`src/rtl/mdio_ctrl.sv`:
```
// Clause-22 MDIO management master: serializes single read/write commands
// into MDIO frames on mdc/mdio and returns read data on a one-cycle strobe.
module mdio_ctrl #(
  parameter int unsigned MDC_HALF = 25,
  parameter int unsigned PRE_LEN  = 32
) (
  input  logic        clk,
  input  logic        rst,
  input  logic        req_valid,
  output logic        req_ready,
  input  logic        req_wr,
  input  logic [4:0]  req_phy,
  input  logic [4:0]  req_reg,
  input  logic [15:0] req_wdata,
  output logic        rsp_valid,
  output logic [15:0] rsp_rdata,
  output logic        rsp_err,
  output logic        busy,
  output logic        mdc,
  output logic        mdio_o,
  output logic        mdio_oe,
  input  logic        mdio_i
);

  localparam int unsigned DIV_W = 9;
  localparam int unsigned BIT_W = 7;

  localparam logic [DIV_W-1:0] DIV_LAST = DIV_W'(2 * MDC_HALF - 1);
  localparam logic [DIV_W-1:0] DIV_HALF = DIV_W'(MDC_HALF);
  localparam logic [BIT_W-1:0] BIT_LAST = BIT_W'(PRE_LEN + 31);
  localparam logic [BIT_W-1:0] PRE_B    = BIT_W'(PRE_LEN);
  // Frame positions relative to the end of the preamble
  localparam logic [BIT_W:0]   REL_TA1  = (BIT_W + 1)'(14);
  localparam logic [BIT_W:0]   REL_TA2  = (BIT_W + 1)'(15);
  localparam logic [BIT_W:0]   REL_DATA = (BIT_W + 1)'(16);

  localparam logic [1:0] S_IDLE  = 2'd0;
  localparam logic [1:0] S_SHIFT = 2'd1;
  localparam logic [1:0] S_TAIL  = 2'd2;
  localparam logic [1:0] S_RESP  = 2'd3;

  logic [1:0]       state, state_n;
  logic [DIV_W-1:0] div_q, div_n;
  logic [BIT_W-1:0] bit_q, bit_n;
  logic             wr_q, wr_n;
  logic [4:0]       phy_q, phy_n;
  logic [4:0]       reg_q, reg_n;
  logic [15:0]      wdata_q, wdata_n;
  logic [15:0]      sh_q, sh_n;
  logic             err_q, err_n;
  logic [BIT_W:0]   rel_q, rel_n;
  logic [31:0]      frame;
  logic             bit_val, oe_n, o_n, mdc_n;

  // Borrow bit (MSB) set while still inside the preamble
  assign rel_q = {1'b0, bit_q} - {1'b0, PRE_B};

  // Next-state, counters, read capture and next output values
  always_comb begin
    state_n = state;
    div_n   = div_q;
    bit_n   = bit_q;
    wr_n    = wr_q;
    phy_n   = phy_q;
    reg_n   = reg_q;
    wdata_n = wdata_q;
    sh_n    = sh_q;
    err_n   = err_q;
    case (state)
      S_IDLE: begin
        if (req_valid && req_ready) begin
          state_n = S_SHIFT;
          div_n   = '0;
          bit_n   = '0;
          wr_n    = req_wr;
          phy_n   = req_phy;
          reg_n   = req_reg;
          wdata_n = req_wdata;
          sh_n    = '0;
          err_n   = 1'b0;
        end
      end
      S_SHIFT: begin
        if (div_q == DIV_HALF && !wr_q) begin
          if (rel_q == REL_TA2 && mdio_i) err_n = 1'b1;
          if (!rel_q[BIT_W] && rel_q >= REL_DATA) sh_n = {sh_q[14:0], mdio_i};
        end
        if (div_q == DIV_LAST) begin
          div_n = '0;
          if (bit_q == BIT_LAST) begin
            state_n = S_TAIL;
            bit_n   = '0;
          end else begin
            bit_n = bit_q + BIT_W'(1);
          end
        end else begin
          div_n = div_q + DIV_W'(1);
        end
      end
      S_TAIL: begin
        if (div_q == DIV_LAST) begin
          state_n = S_RESP;
          div_n   = '0;
        end else begin
          div_n = div_q + DIV_W'(1);
        end
      end
      default: state_n = S_IDLE;
    endcase

    frame   = {2'b01, (wr_n ? 2'b01 : 2'b10), phy_n, reg_n, 2'b10, wdata_n};
    rel_n   = {1'b0, bit_n} - {1'b0, PRE_B};
    bit_val = rel_n[BIT_W] ? 1'b1 : frame[5'd31 - rel_n[4:0]];
    oe_n    = (state_n == S_SHIFT) && (wr_n || rel_n[BIT_W] || rel_n < REL_TA1);
    o_n     = oe_n ? bit_val : 1'b1;
    mdc_n   = (state_n == S_SHIFT || state_n == S_TAIL) && div_n >= DIV_HALF;
  end

  always_ff @(posedge clk) begin
    if (rst) begin
      state     <= S_IDLE;
      div_q     <= '0;
      bit_q     <= '0;
      wr_q      <= 1'b0;
      phy_q     <= '0;
      reg_q     <= '0;
      wdata_q   <= '0;
      sh_q      <= '0;
      err_q     <= 1'b0;
      req_ready <= 1'b0;
      rsp_valid <= 1'b0;
      rsp_rdata <= '0;
      rsp_err   <= 1'b0;
      busy      <= 1'b0;
      mdc       <= 1'b0;
      mdio_o    <= 1'b1;
      mdio_oe   <= 1'b0;
    end else begin
      state     <= state_n;
      div_q     <= div_n;
      bit_q     <= bit_n;
      wr_q      <= wr_n;
      phy_q     <= phy_n;
      reg_q     <= reg_n;
      wdata_q   <= wdata_n;
      sh_q      <= sh_n;
      err_q     <= err_n;
      req_ready <= (state_n == S_IDLE);
      rsp_valid <= (state_n == S_RESP);
      busy      <= (state_n != S_IDLE);
      mdc       <= mdc_n;
      mdio_o    <= o_n;
      mdio_oe   <= oe_n;
      // Response fields hold until the next completion
      if (state_n == S_RESP) begin
        rsp_rdata <= wr_q ? 16'h0000 : sh_n;
        rsp_err   <= !wr_q && err_n;
      end
    end
  end

endmodule

```
`config.mk`:
```
export PLATFORM = sky130hd
export DESIGN_NAME = mdio_ctrl
export DESIGN_NICKNAME = d
export VERILOG_FILES = /design/src/rtl/mdio_ctrl.sv
export SDC_FILE = /design/constraint.sdc
export NUM_CORES = 1
export LEC_CHECK = 0
export BUFFER_PORTS_ARGS = -buffer_cell sky130_fd_sc_hd__buf_2
export CAP_MARGIN = 20
export CORE_MARGIN = 2
export CORE_UTILIZATION = 26
export CTS_BUF_LIST = sky130_fd_sc_hd__clkbuf_4 sky130_fd_sc_hd__clkbuf_8
export DETAILED_ROUTE_END_ITERATION = 12
export PLACE_DENSITY_LB_ADDON = 0.1
export SYNTH_ARGS = -nofsm -noshare
export SYNTH_HDL_FRONTEND = slang
export SYNTH_SLANG_ARGS = --single-unit
```
`constraint.sdc`:
```
create_clock -name clk -period 3.2 [get_ports clk]
set_input_delay 0.64 -clock clk [delete_from_list [all_inputs] [get_ports clk]]
set_output_delay 0.64 -clock clk [all_outputs]
set_load 0.05 [all_outputs]
```
-- Yosys cells after proc, flatten, opt, wreduce, memory -nomap -nowiden
Cells that the tools add are included.
- reductions and logical operators: 17
- bitwise operators: 1
- magnitude comparators: 4
- $add $sub $neg: 5
- equal/unequal tests: 9
- muxes and demuxes: 32
- operators with widths (cell ; count):
    $mux 16 ; 6
    $pmux 16 s2 ; 1
    $mux 7 ; 3
    $mux 5 ; 4
    $mux 9 ; 2
    $pmux 9 s2 ; 1
    $sub 7x6->8 const B ; 2
    $pmux 7 s2 ; 1
    $mux 2 ; 5
    $add 9x1->9 const B ; 1
    $eq 9x5->1 const B ; 1
    $eq 9x6->1 const B ; 1
    $ge 9x5->1 const B ; 1
    $eq 8x4->1 const B ; 1
    $ge 8x5->1 const B ; 1
    $lt 8x4->1 const B ; 1
    $add 7x1->7 const B ; 1
    $eq 7x6->1 const B ; 1
    $logic_and 1x1->1 ; 7
    $eq 2x2->1 const B ; 3
    $lt 5x6->1 const B ; 1
    $mux 1 ; 6
    $pmux 2 s3 ; 1
    $bmux 1 s5 ; 1
    10 further kinds ; 15
- flip-flop bits (word level): 85
- word-level logic and storage cells: 85
- output and inout port bits: 23

-- Depth between registers and ports, before layout
Gate-level depths: netlist (run 1).
- depth in word-level cells: 10
- depth in mapped cells: 15
- gate-level depth less buffers: 13

-- Worst setup path before layout (run 1)
OpenSTA, ideal clock, no wires.
- path kind: register -> register
- start: reg req_ready
- end: reg rsp_rdata[15]
- data required time: 3.140 ns
- stages on the path, launching flop included: 13
- setup time: 0.060 ns
- path slack: -0.216 ns
- buffers on the path: 5
- arrival: 3.356 ns
- period minus slack after synthesis: 3.416 ns
- cells stage by stage: dfxtp_1 > and3_1 > clkbuf_1 > clkbuf_1 > buf_2 > a211oi_1 > a211o_1 > inv_1 > ha_1 > nor2b_1 > buf_1 > clkbuf_1 > a22o_1
- longest elaborated chain between the ends: 4
- elaborated cells on any way between the ends: 7
- those cells by class: eq/ne (1); mux (5); reduce/logical (1)
- ends and longest elaborated chain (item ; RTL line ; source):
    from (decl) ; 10 ; output logic req_ready,
    from (signal assigned) ; 148 ; req_ready <= (state_n == S_IDLE);
    $logic_and 1x1->1 ; 71 ; if (req_valid && req_ready) begin
    $mux 2 ; 71 ;
    $pmux 2 s3 ; 69 ; case (state)
    named net state_n[0] ; 42 ; logic [1:0] state, state_n;
    $eq 2x2->1 ; 155 ; if (state_n == S_RESP) begin
    to (signal assigned) ; 156 ; rsp_rdata <= wr_q ? 16'h0000 : sh_n;
    to (decl) ; 16 ; output logic [15:0] rsp_rdata,
The timed path passes the listed nets, and every way through them passes these cells.
A chain may end at the register's enable or synchronous reset.

-- Worst setup path after layout (run 1)
- start: reg div_q[0]
- end: reg mdio_o
- longest elaborated chain between the ends: 9
- elaborated cells on any way between the ends: 17
- those cells by class: add/sub (2); order compare (1); eq/ne (2); mux (7); bitwise (1); reduce/logical (4)
- ends and longest elaborated chain (item ; RTL line ; source):
    from (decl) ; 43 ; logic [DIV_W-1:0] div_q, div_n;
    from (signal assigned) ; 140 ; div_q <= div_n;
    $eq 9x6->1 * ; 88, 101 ;
    branches (longest 8 deep; another with $sub 7x6->8) ; n/a ;
    to (signal assigned) ; 152 ; mdio_o <= o_n;
    to (decl) ; 20 ; output logic mdio_o,
Every way passes the cells marked *. The select of a mux whose other input is x is not followed.

==> results of run 1 <==
## area by class of cell
class	count	share of cell area, %
inverter	11	0.8833
sequential	85	36.46
timing repair buffer	65	8.137
clock inverter	4	0.5353
tap	188	5.032
clock buffer	12	3.132
multi-input combinational	319	45.82
## through the flow
step | worst slack, ns | utilization (%) | total power [uW] | cell area, sq um | hold slack [ns]
6_report | 0.2658 | 30.98 | 2038 | 4674 | 0.4575
5_1_grt | 0.06080 | 30.98 | 2152 | 4674 | 0.4790
4_1_cts | 0.1802 | 30.97 | 2082 | 4673 | 0.4602
3_5_place_dp | 0.1985 | 29.83 | 1373 | 4502 | 0.4472
3_3_place_gp | 0.3064 | 29.83 | 1373 | 4502 | 0.4404
2_1_floorplan | 0.06293 | - | 1292 | 3998 | 0.4286
## placed cells by master, fill, tap and decap left out, types with 2 or more instances in the layout
| master | Yosys | layout |
|---|---|---|
| dfxtp_1 | 85 | 83 |
| nand2_1 | 63 | 63 |
| buf_2 | 4 | 53 |
| nor2_1 | 47 | 47 |
| a21oi_1 | 34 | 34 |
| a22oi_1 | 21 | 21 |
| a22o_1 | 17 | 17 |
| nand3_1 | 16 | 16 |
| o21ai_0 | 14 | 14 |
| ha_1 | 13 | 13 |
| inv_1 | 11 | 11 |
| nor2b_1 | 11 | 11 |
| buf_4 | 1 | 10 |
| mux4_2 | 9 | 9 |
| clkbuf_8 | 0 | 9 |
| nor3_1 | 6 | 6 |
| and3_1 | 4 | 4 |
| a211oi_1 | 4 | 4 |
| a211o_1 | 4 | 4 |
| a31oi_1 | 4 | 4 |
| nor3b_1 | 4 | 4 |
| a21o_1 | 3 | 3 |
| clkbuf_4 | 0 | 3 |
| nand4_1 | 2 | 2 |
| xnor2_1 | 2 | 2 |
| a31o_2 | 2 | 2 |
| o211ai_1 | 2 | 2 |
| a2111oi_4 | 2 | 2 |
| mux2i_1 | 2 | 2 |
| nor4_1 | 2 | 2 |
| o31a_1 | 2 | 2 |
| o31ai_1 | 2 | 2 |
| clkinv_2 | 0 | 2 |
| clkinvlp_4 | 0 | 2 |
| dfxtp_2 | 0 | 2 |
| buf_12 | 0 | 2 |
## state kept, by name, summed over array words and instances (netlist names)
register / count
bit_q: 7
busy: 1
div_q: 9
err_q: 1
mdc: 1
mdio_o: 1
mdio_oe: 1
phy_q: 5
reg_q: 5
req_ready: 1
rsp_err: 1
rsp_rdata: 16
rsp_valid: 1
sh_q: 16
state: 2
wdata_q: 16
wr_q: 1
## repair_timing
item,4_1_cts,5_1_grt
resized for setup,0,1
setup endpoints to repair,0,1
buffers inserted,0,0
## cells by family after synthesis
family                   synth area share [%]
adder cells (fa/ha/maj)                 4.072
buffers and inverters                   3.790
XOR/XNOR                               0.4385
AO/OA/AOI/OAI                           22.17
multiplexers                            5.856
AND/OR/NAND/NOR                         21.08
flip-flops                              42.59
## worst paths after layout
kind	to	start	cells after the start	slack (ns)
worst min register to register	wdata_q[3]$_SDFF_PP0_	wdata_q[3]$_SDFF_PP0_	2	0.46
worst max register to register	mdio_o$_SDFF_PP1_	div_q[0]$_SDFF_PP0_	11	0.27
worst max-delay path	mdio_o$_SDFF_PP1_	div_q[0]$_SDFF_PP0_	11	0.27
worst min-delay path	wdata_q[3]$_SDFF_PP0_	wdata_q[3]$_SDFF_PP0_	2	0.46
## routing by layer
layer / share of wire [%] / vias up / track usage [%] / wire length, um
li1: - / 1688 / - / -
met1: 51 / 1572 / 17.87 / 5112
met2: 45 / 42 / 20.51 / 4529
met3: 2.8 / 14 / 2.671 / 281
met4: 1.9 / 0 / 5.624 / 195
met5: 0 / - / 0 / 0
## where the power goes
part | switching (uW) | leakage [uW] | internal, uW | total [uW]
Sequential | 13.4 | 0.000688 | 1080 | 1100
Combinational | 150 | 0.000991 | 95.5 | 246
Clock | 390 | 0.0000866 | 306 | 696
## worst reg2reg max path, delay by kind of cell (launching register included)
kind | cells | cell delay, ns
simple gates | 2 | 0.80
flops | 1 | 0.39
buf+inv | 1 | 0.06
fa+ha+maj | 2 | 0.38
compound gates | 5 | 1.04
xor+xnor | 1 | 0.17
==> out/qor.csv, run 1 <==
metric,value,unit
syn2layout_area_growth,17.01,%
tightestPinTransition,0.4590,ns
root_buffer,clkbuf_8,
synth_cells,438,
cp_top_family,compound AO/OA/AOI/OAI gates,
drv_cap,0,
critical_path.endpoint_type,flop,
cts_hold_buf,0,
max_stage_delay,0.52,ns
required,3.47,ns
crit_type,flop to flop,
crit_fanout,7,
regArea,0.001704,sq mm
async_reset_ff_share,0,%
synthTopCellsByCount,"dfxtp_1 (85), nand2_1 (63), nor2_1 (47)",
cts.sinks,85,
die_y,128.0,um
setup_viol,0,
finClkSkew,0.009738,ns
ioPinCount,54,
cts_tree,yes,
drc_errors,0,
synth_seq_area_share,42.59,%
clk_pin_slew,0.09,ns
grt_pass1_wl,17.09,mm
initial_utilization,26.48,%
fin_crit,2.934,ns
yosys_warnings,0,
power_leakage,0.001766,uW
worstPathCellList,ha_1 -> or4b_4 -> nor4_4 -> xnor2_1 -> a2bb2oi_2 -> ha_1 -> inv_1 -> a2111oi_4 -> o211ai_1 -> a31o_1 -> o211a_1,
powerDensity,436.1,mW/mm^2
cts-htree-levels,3,
status,"finished, final reports clean",
fin_crit_sh,91.70,%
std_cell_rows,45,
nets,535,
relSlewSlack,69.40,%
post_drt_wl_per_cell,14.79,um
place.port_buffers,53,
place_inst,668,
synth.most_common_cell,dfxtp_1,
via_per_inst,4.848,
dieArea,0.01637,sq mm
wirelength,10.12,mm
antenna_cells,0,
maxSlewViolCount,0,
antenna_found_initial,0,
nFillCells,1621,
core_area,0.01509,sq mm
multi_input_area,0.002142,sq mm
crit_slowest_cell,or4b_4,
grt_max_degree,37,
netlist_area,0.003995,sq mm
ant_nets,0,
clock.fmax,0.3408,GHz
synth_edf_count,0,
clock_latency,0.38,ns
cts_made_buffers,9,
hold_viol,0,
arrival,3.21,ns
hold_path_class,flop to flop,
die_w,128.0,um
yosys.area.top_type,dfxtp_1,
yosys.cell_types.count,60,
grt_use_total,13.21,%
crit_buf_inv,1,
num_vias,3316,
clockBufferDepth,2,
synth-seq-cells,85,
drive_above_1_share,22.38,%
overflow,0,
rsz0062_at_grt,false,
netlist.area_leader.share,42.59,%
setup_tns,0,ns
synth_top_flop_cell,dfxtp_1,
synth_area_leaders,"dfxtp_1 (43%), nand2_1 (5.9%), mux4_2 (5.1%), nor2_1 (4.4%), a21oi_1 (4.3%)",
dp_hpwl,7.360,mm
syn-mean-instance-area,9.121,sq um
start_kind,flop,
finalNonFillerCells,684,
ir_drop,0.2379,mV
dr.pass1.iters,4,
synth_nets,482,
gp_congestion,0.7880,
drt_iter0_drc,148,
critPathMostFrequentCell,ha_1,
grt_pass1_vias,3312,
No activity file was read; power rests on OpenSTA's default activity.
==> run 2: changes to the inputs <==
Settings changed: ABC_AREA set to 1, CAP_MARGIN 20 to 30, RECOVER_POWER set to 50.
==> out/qor.csv, run 2 <==
metric,value,unit,change
cts.sinks,85,,unchanged
crit_slowest_cell,o21ai_0,,
core_area,0.01577,sq mm,+4.5%
clock.fmax,0.3539,GHz,+3.8%
syn2layout_area_growth,14.82,%,
wirelength,10.34,mm,+2.1%
nets,635,,+19%
drv_cap,0,,unchanged
num_vias,3523,,+6.2%
cts_resized,0,,unchanged
drive_above_1_share,15.44,%,-6.9 points
top_layer_used,met4,,
power_leakage,0.002006,uW,+14%
place.port_buffers,53,,unchanged
yosys.area.top_type,dfxtp_1,,
p_switching,614.3,uW,+11%
grt_pass1_vias,3336,,+0.72%
cts_hold_buf,0,,unchanged
synth_seq_area_share,40.96,%,-1.6 points
grt_max_degree,68,,+84%
grt_use_total,12.62,%,-0.58 points
netlist.area_leader.share,40.96,%,-1.6 points
antenna_cells,0,,unchanged
critical_path.endpoint_type,flop,,
yosys_warnings,0,,unchanged
cts-htree-levels,3,,unchanged
ioPinCount,54,,unchanged
post_drt_wl_per_cell,12.73,um,-14%
ant_nets,0,,unchanged
die_w,130.4,um,+1.9%
required,3.48,ns,about the same
finClkSkew,0.006524,ns,-0.003214 ns
dr.pass1.iters,5,,+1
wl_met1,5.229,mm,+2.3%
wl_met2,4.544,mm,+0.33%
relSlewSlack,46.01,%,-23 points
final_common_cell,nand2_1,,
async_reset_ff_share,0,%,unchanged
antenna_found_initial,0,,unchanged
root_buffer,clkbuf_8,,
tightestPinTransition,0.8014,ns,+0.3425 ns
postCtsSetupBuffers,0,,unchanged
syn-mean-instance-area,7.664,sq um,-16%
r2r_slack,0.37,ns,+0.11 ns
start_kind,flop,,
top_regs,"rsp_rdata x16, sh_q x16, wdata_q x16",,
cp_top_family,compound AO/OA/AOI/OAI gates,,
dieArea,0.01700,sq mm,+3.9%
via_per_inst,4.339,,-11%
synth.most_common_cell,nand2_1,,
synth_top_flop_cell,dfxtp_1,,
fin_crit_sh,88.30,%,-3.4 points
cts_tree,yes,,
cts_made_buffers,9,,unchanged
max_stage_delay,0.70,ns,+0.18 ns
power_frac_clock,39.7,%,+5.6 points
powerDensity,480.5,mW/mm^2,+10%
clockBufferDepth,2,,unchanged
intPower,1678,uW,+13%
setup_tns,0,ns,unchanged
dp_hpwl,7.389,mm,+0.40%
finalNonFillerCells,812,,+19%
overflow,0,,unchanged
status,"finished, final reports clean",,
clk_pin_slew,0.09,ns,about the same
clock_latency,0.37,ns,about the same
drc_errors,0,,unchanged
gp_congestion,0.7704,,-2.2%
final_core_util,30.24,%,-0.73 points
crit_type,flop to flop,,
crit_fanout,10,,+3
std_cell_rows,46,,+2.2%
setup_viol,0,,unchanged
ir_drop,0.2356,mV,-0.95%
synth_edf_count,0,,unchanged
arrival,3.10,ns,-0.11 ns
hold_path_class,flop to flop,,
yosys.cell_types.count,42,,-30%
maxSlewViolCount,0,,unchanged
synth_nets,586,,+22%
worst_slack,0.3744,ns,+0.1086 ns
crit_buf_inv,3,,+2
worstPathCellList,inv_1 -> ha_1 -> o21ai_0 -> inv_2 -> o21ai_0 -> inv_1 -> ha_1 -> nand3_1 -> o21ai_1 -> nand2_1 -> nor2_1 -> nand2_1,,
drt_iter0_drc,279,,+89%
nFillCells,1754,,+8.2%
place_inst,796,,+19%
p_sw_share,26.80,%,-0.38 points
dp_slack,0.3354,ns,+0.1369 ns
rsz0062_at_grt,false,,
netlist_area,0.004154,sq mm,+4.0%
fin_crit,2.826,ns,-0.1086 ns
p_comb_share,12.4,%,+0.3 points
initial_utilization,26.34,%,-0.14 points
die_y,130.4,um,+1.9%
synth-seq-cells,85,,unchanged
hold_viol,0,,unchanged
synth_cells,542,,+24%
grt_pass1_wl,16.66,mm,-2.5%
pwr-share-seq,47.9,%,-5.9 points
synth_area_leaders,"dfxtp_1 (41%), nand2_1 (8.9%), nand3_1 (8.0%), nor2_1 (6.5%), inv_1 (4.2%)",,
final_cell_mix,"nand2_1 (100), dfxtp_1 (85), nor2_1 (72)",,
synthTopCellsByCount,"nand2_1 (98), dfxtp_1 (85), nor2_1 (72)",,
wl_met3,408,um,+45%
[run 2: changes by cell type in the layout (fill, tap and decap cells not counted), sizes merged, moves of 6 or more]
cell	previous run	this run
nand3	16	68
inv	11	57
nor2	48	79
nor2b	11	0
clkbuf	12	35
mux2i	2	10
or2	1	12
mux4	9	0
o21ai	14	20
a21oi	34	25
buf	65	36
a22oi	21	1
nand2	64	114
[run 2: cells by family (layout without fill, tap and decap cells)]
logic type,Yosys count,count (layout),share of synthesized area [%]
simple gates,283,283,32.05
flops,85,85,40.96
buf+inv,77,131,8.554
compound gates,74,74,12.11
fa+ha+maj,13,13,3.916
mux,10,10,2.410
[run 2: path summary, 6_finish.rpt]
check / endpoint / cells past startpoint / start
worst min-delay path: wdata_q[5]$_SDFF_PP0_ / 2 / wdata_q[5]$_SDFF_PP0_
worst max register to register: mdio_o$_SDFF_PP1_ / 12 / state[1]$_SDFF_PP0_
worst max-delay path: mdio_o$_SDFF_PP1_ / 12 / state[1]$_SDFF_PP0_
worst min register to register: wdata_q[5]$_SDFF_PP0_ / 2 / wdata_q[5]$_SDFF_PP0_
[run 2: area by class of cell]
class / count / area, sq um / area share (%)
multi-input combinational: 380 / 2057 / 43.13
sequential: 85 / 1702 / 35.68
timing repair buffer: 60 / 289.0 / 6.060
tap: 216 / 270.3 / 5.666
inverter: 55 / 211.5 / 4.433
clock buffer: 11 / 151.4 / 3.174
clock inverter: 5 / 88.84 / 1.863
[run 2: power by group through the flow]
stage	logic (uW)	registers (uW)	clock network (uW)
after floorplan	199	1140	0
after global placement	291	1120	0
after detailed placement	292	1120	0
after CTS	294	1100	955
after global routing	319	1100	986
final	284	1100	910
[run 2: per-stage QoR]
step | instance area (sq um) | power (uW) | hold slack, ns
floorplan | 4154 | 1334 | 0.4421
global placement | 4583 | 1413 | 0.4570
detailed placement | 4602 | 1414 | 0.4596
CTS | 4842 | 2347 | 0.4789
global route | 4770 | 2406 | 0.5064
finish | 4770 | 2292 | 0.4746
[run 2: per-layer routing]
| layer | global-route usage, % | vias up |
|---|---|---|
| met5 | 0 | - |
| met4 | 4.318 | 0 |
| met3 | 3.217 | 9 |
| met2 | 19.83 | 54 |
| met1 | 16.95 | 1610 |
| li1 | - | 1850 |
[run 2: worst register-to-register path, stage by stage, from the launching register on]
cell,delay (ns)
dfxtp_1,0.38
inv_1,0.09
ha_1,0.33
o21ai_0,0.70
inv_2,0.14
o21ai_0,0.28
inv_1,0.10
ha_1,0.29
nand3_1,0.07
o21ai_1,0.13
nand2_1,0.08
nor2_1,0.09
nand2_1,0.05
==> run 3: changes to the inputs <==
Settings changed: CELL_PAD_IN_SITES_DETAIL_PLACEMENT set to 0, CELL_PAD_IN_SITES_GLOBAL_PLACEMENT set to 2.
==> out/qor.csv, run 3 (synthesized netlist as in run 2, its figures left out) <==
metric,value,unit,change
status,"finished, final reports clean",,
dr.pass1.iters,5,,unchanged
hold_path_class,flop to flop,,
final_common_cell,nand2_1,,
cts_resized,0,,unchanged
required,3.47,ns,about the same
antenna_cells,0,,unchanged
power_leakage,0.001971,uW,-1.8%
clock.fmax,0.3747,GHz,+5.9%
postCtsSetupBuffers,0,,unchanged
die_w,130.4,um,unchanged
drv_cap,0,,unchanged
relSlewSlack,47.66,%,+1.7 points
cts.sinks,85,,unchanged
ir_drop,0.1846,mV,-22%
dpl-instance-area,0.004598,sq mm,about the same
cts_tree,yes,,
wirelength,11.11,mm,+7.5%
syn2layout_area_growth,14.07,%,
clockBufferDepth,2,,unchanged
nets,635,,unchanged
grt_pass1_vias,3554,,+6.5%
ant_nets,0,,unchanged
grt_pass1_wl,18.40,mm,+10%
hold_viol,0,,unchanged
num_vias,3557,,+0.97%
rsz0062_at_grt,false,,
arrival,2.94,ns,-0.16 ns
grt_max_degree,30,,-56%
cts_made_buffers,9,,unchanged
initial_utilization,26.34,%,unchanged
root_buffer,clkbuf_8,,
start_kind,flop,,
finish.instance_area,0.004738,sq mm,-0.66%
clock_latency,0.37,ns,about the same
die_y,130.4,um,unchanged
setup_tns,0,ns,unchanged
final_core_util,30.05,%,-0.20 points
grt_use_total,13.97,%,+1.4 points
powerDensity,452.7,mW/mm^2,-5.8%
overflow,0,,unchanged
setup_viol,0,,unchanged
tightestPinTransition,0.7851,ns,-0.01637 ns
final_cell_mix,"nand2_1 (99), dfxtp_1 (85), nor2_1 (73)",,
drc_errors,0,,unchanged
post_drt_wl_per_cell,13.69,um,+7.5%
gp_congestion,0.7480,,-2.9%
drive_above_1_share,16.95,%,+1.5 points
std_cell_rows,46,,unchanged
finClkSkew,0.006851,ns,+0.0003274 ns
cts-htree-levels,3,,unchanged
place.port_buffers,53,,unchanged
crit_fanout,17,,+7
clk_pin_slew,0.09,ns,about the same
cts_hold_buf,0,,unchanged
via_per_inst,4.381,,+0.97%
ioPinCount,54,,unchanged
dieArea,0.01700,sq mm,unchanged
core_area,0.01577,sq mm,unchanged
antenna_found_initial,0,,unchanged
crit_type,flop to flop,,
dp_hpwl,7.806,mm,+5.6%
maxSlewViolCount,0,,unchanged
fin_crit_sh,83.40,%,-4.9 points
top_regs,"rsp_rdata x16, sh_q x16, wdata_q x16",,
fin_crit,2.669,ns,-0.1568 ns
drt_iter0_drc,183,,-34%
critical_path.endpoint_type,flop,,
[run 3: layer usage]
metal / routed length (um) / part of all wire, % / GRT usage, %
met1: 5724 / 52 / 19.59
met2: 4836 / 44 / 21.22
met3: 406 / 3.7 / 3.298
met4: 145 / 1.3 / 4.631
met5: 0 / 0 / 0
[run 3: worst max-delay path, cell delays in order (launching register included)]
cell     delay [ns]
dfxtp_1        0.34
inv_1          0.07
ha_1           0.21
nand2_2        0.11
nor2_4         0.05
nand2_4        0.09
nor2_1         0.06
nand3_1        0.09
nor2_1         0.06
o21a_1         0.17
o31ai_1        0.48
inv_1          0.09
ha_1           0.23
inv_1          0.07
nor2_1         0.04
buf_4          0.19
a22o_1         0.21
[run 3: final timing paths]
kind / cells after the start / start / to / slack (ns)
worst min-delay path: 2 / sh_q[15]$_SDFF_PP0_ / sh_q[15]$_SDFF_PP0_ / 0.47
worst max register to register: 16 / div_q[1]$_SDFF_PP0_ / rsp_rdata[5]$_SDFFE_PP0P_ / 0.53
worst min register to register: 2 / sh_q[15]$_SDFF_PP0_ / sh_q[15]$_SDFF_PP0_ / 0.47
worst max-delay path: 16 / div_q[1]$_SDFF_PP0_ / rsp_rdata[5]$_SDFFE_PP0P_ / 0.53
[run 3: power by group]
part | internal [uW] | switching, uW
sequential | 1090 | 9.32
clock | 333 | 433
combinational | 93.2 | 188
[run 3: layout make-up]
type                       instances  area, sq um
inverter                          55        211.5
multi-input combinational        380         2078
timing repair buffer              60        282.8
sequential                        85         1702
clock buffer                      11        151.4
fill                            1797        11030
clock inverter                     5        42.54
tap                              216        270.3
[run 3: metrics by stage]
stage	setup slack (ns)	cells	hold slack [ns]	power [uW]
finish	0.5312	812	0.4687	2145
global route	0.2152	812	0.4997	2276
CTS	0.5048	812	0.4711	2207
detailed placement	0.5302	796	0.4562	1417
global placement	0.6253	796	0.4548	1419
floorplan	0.5659	542	0.4421	1334
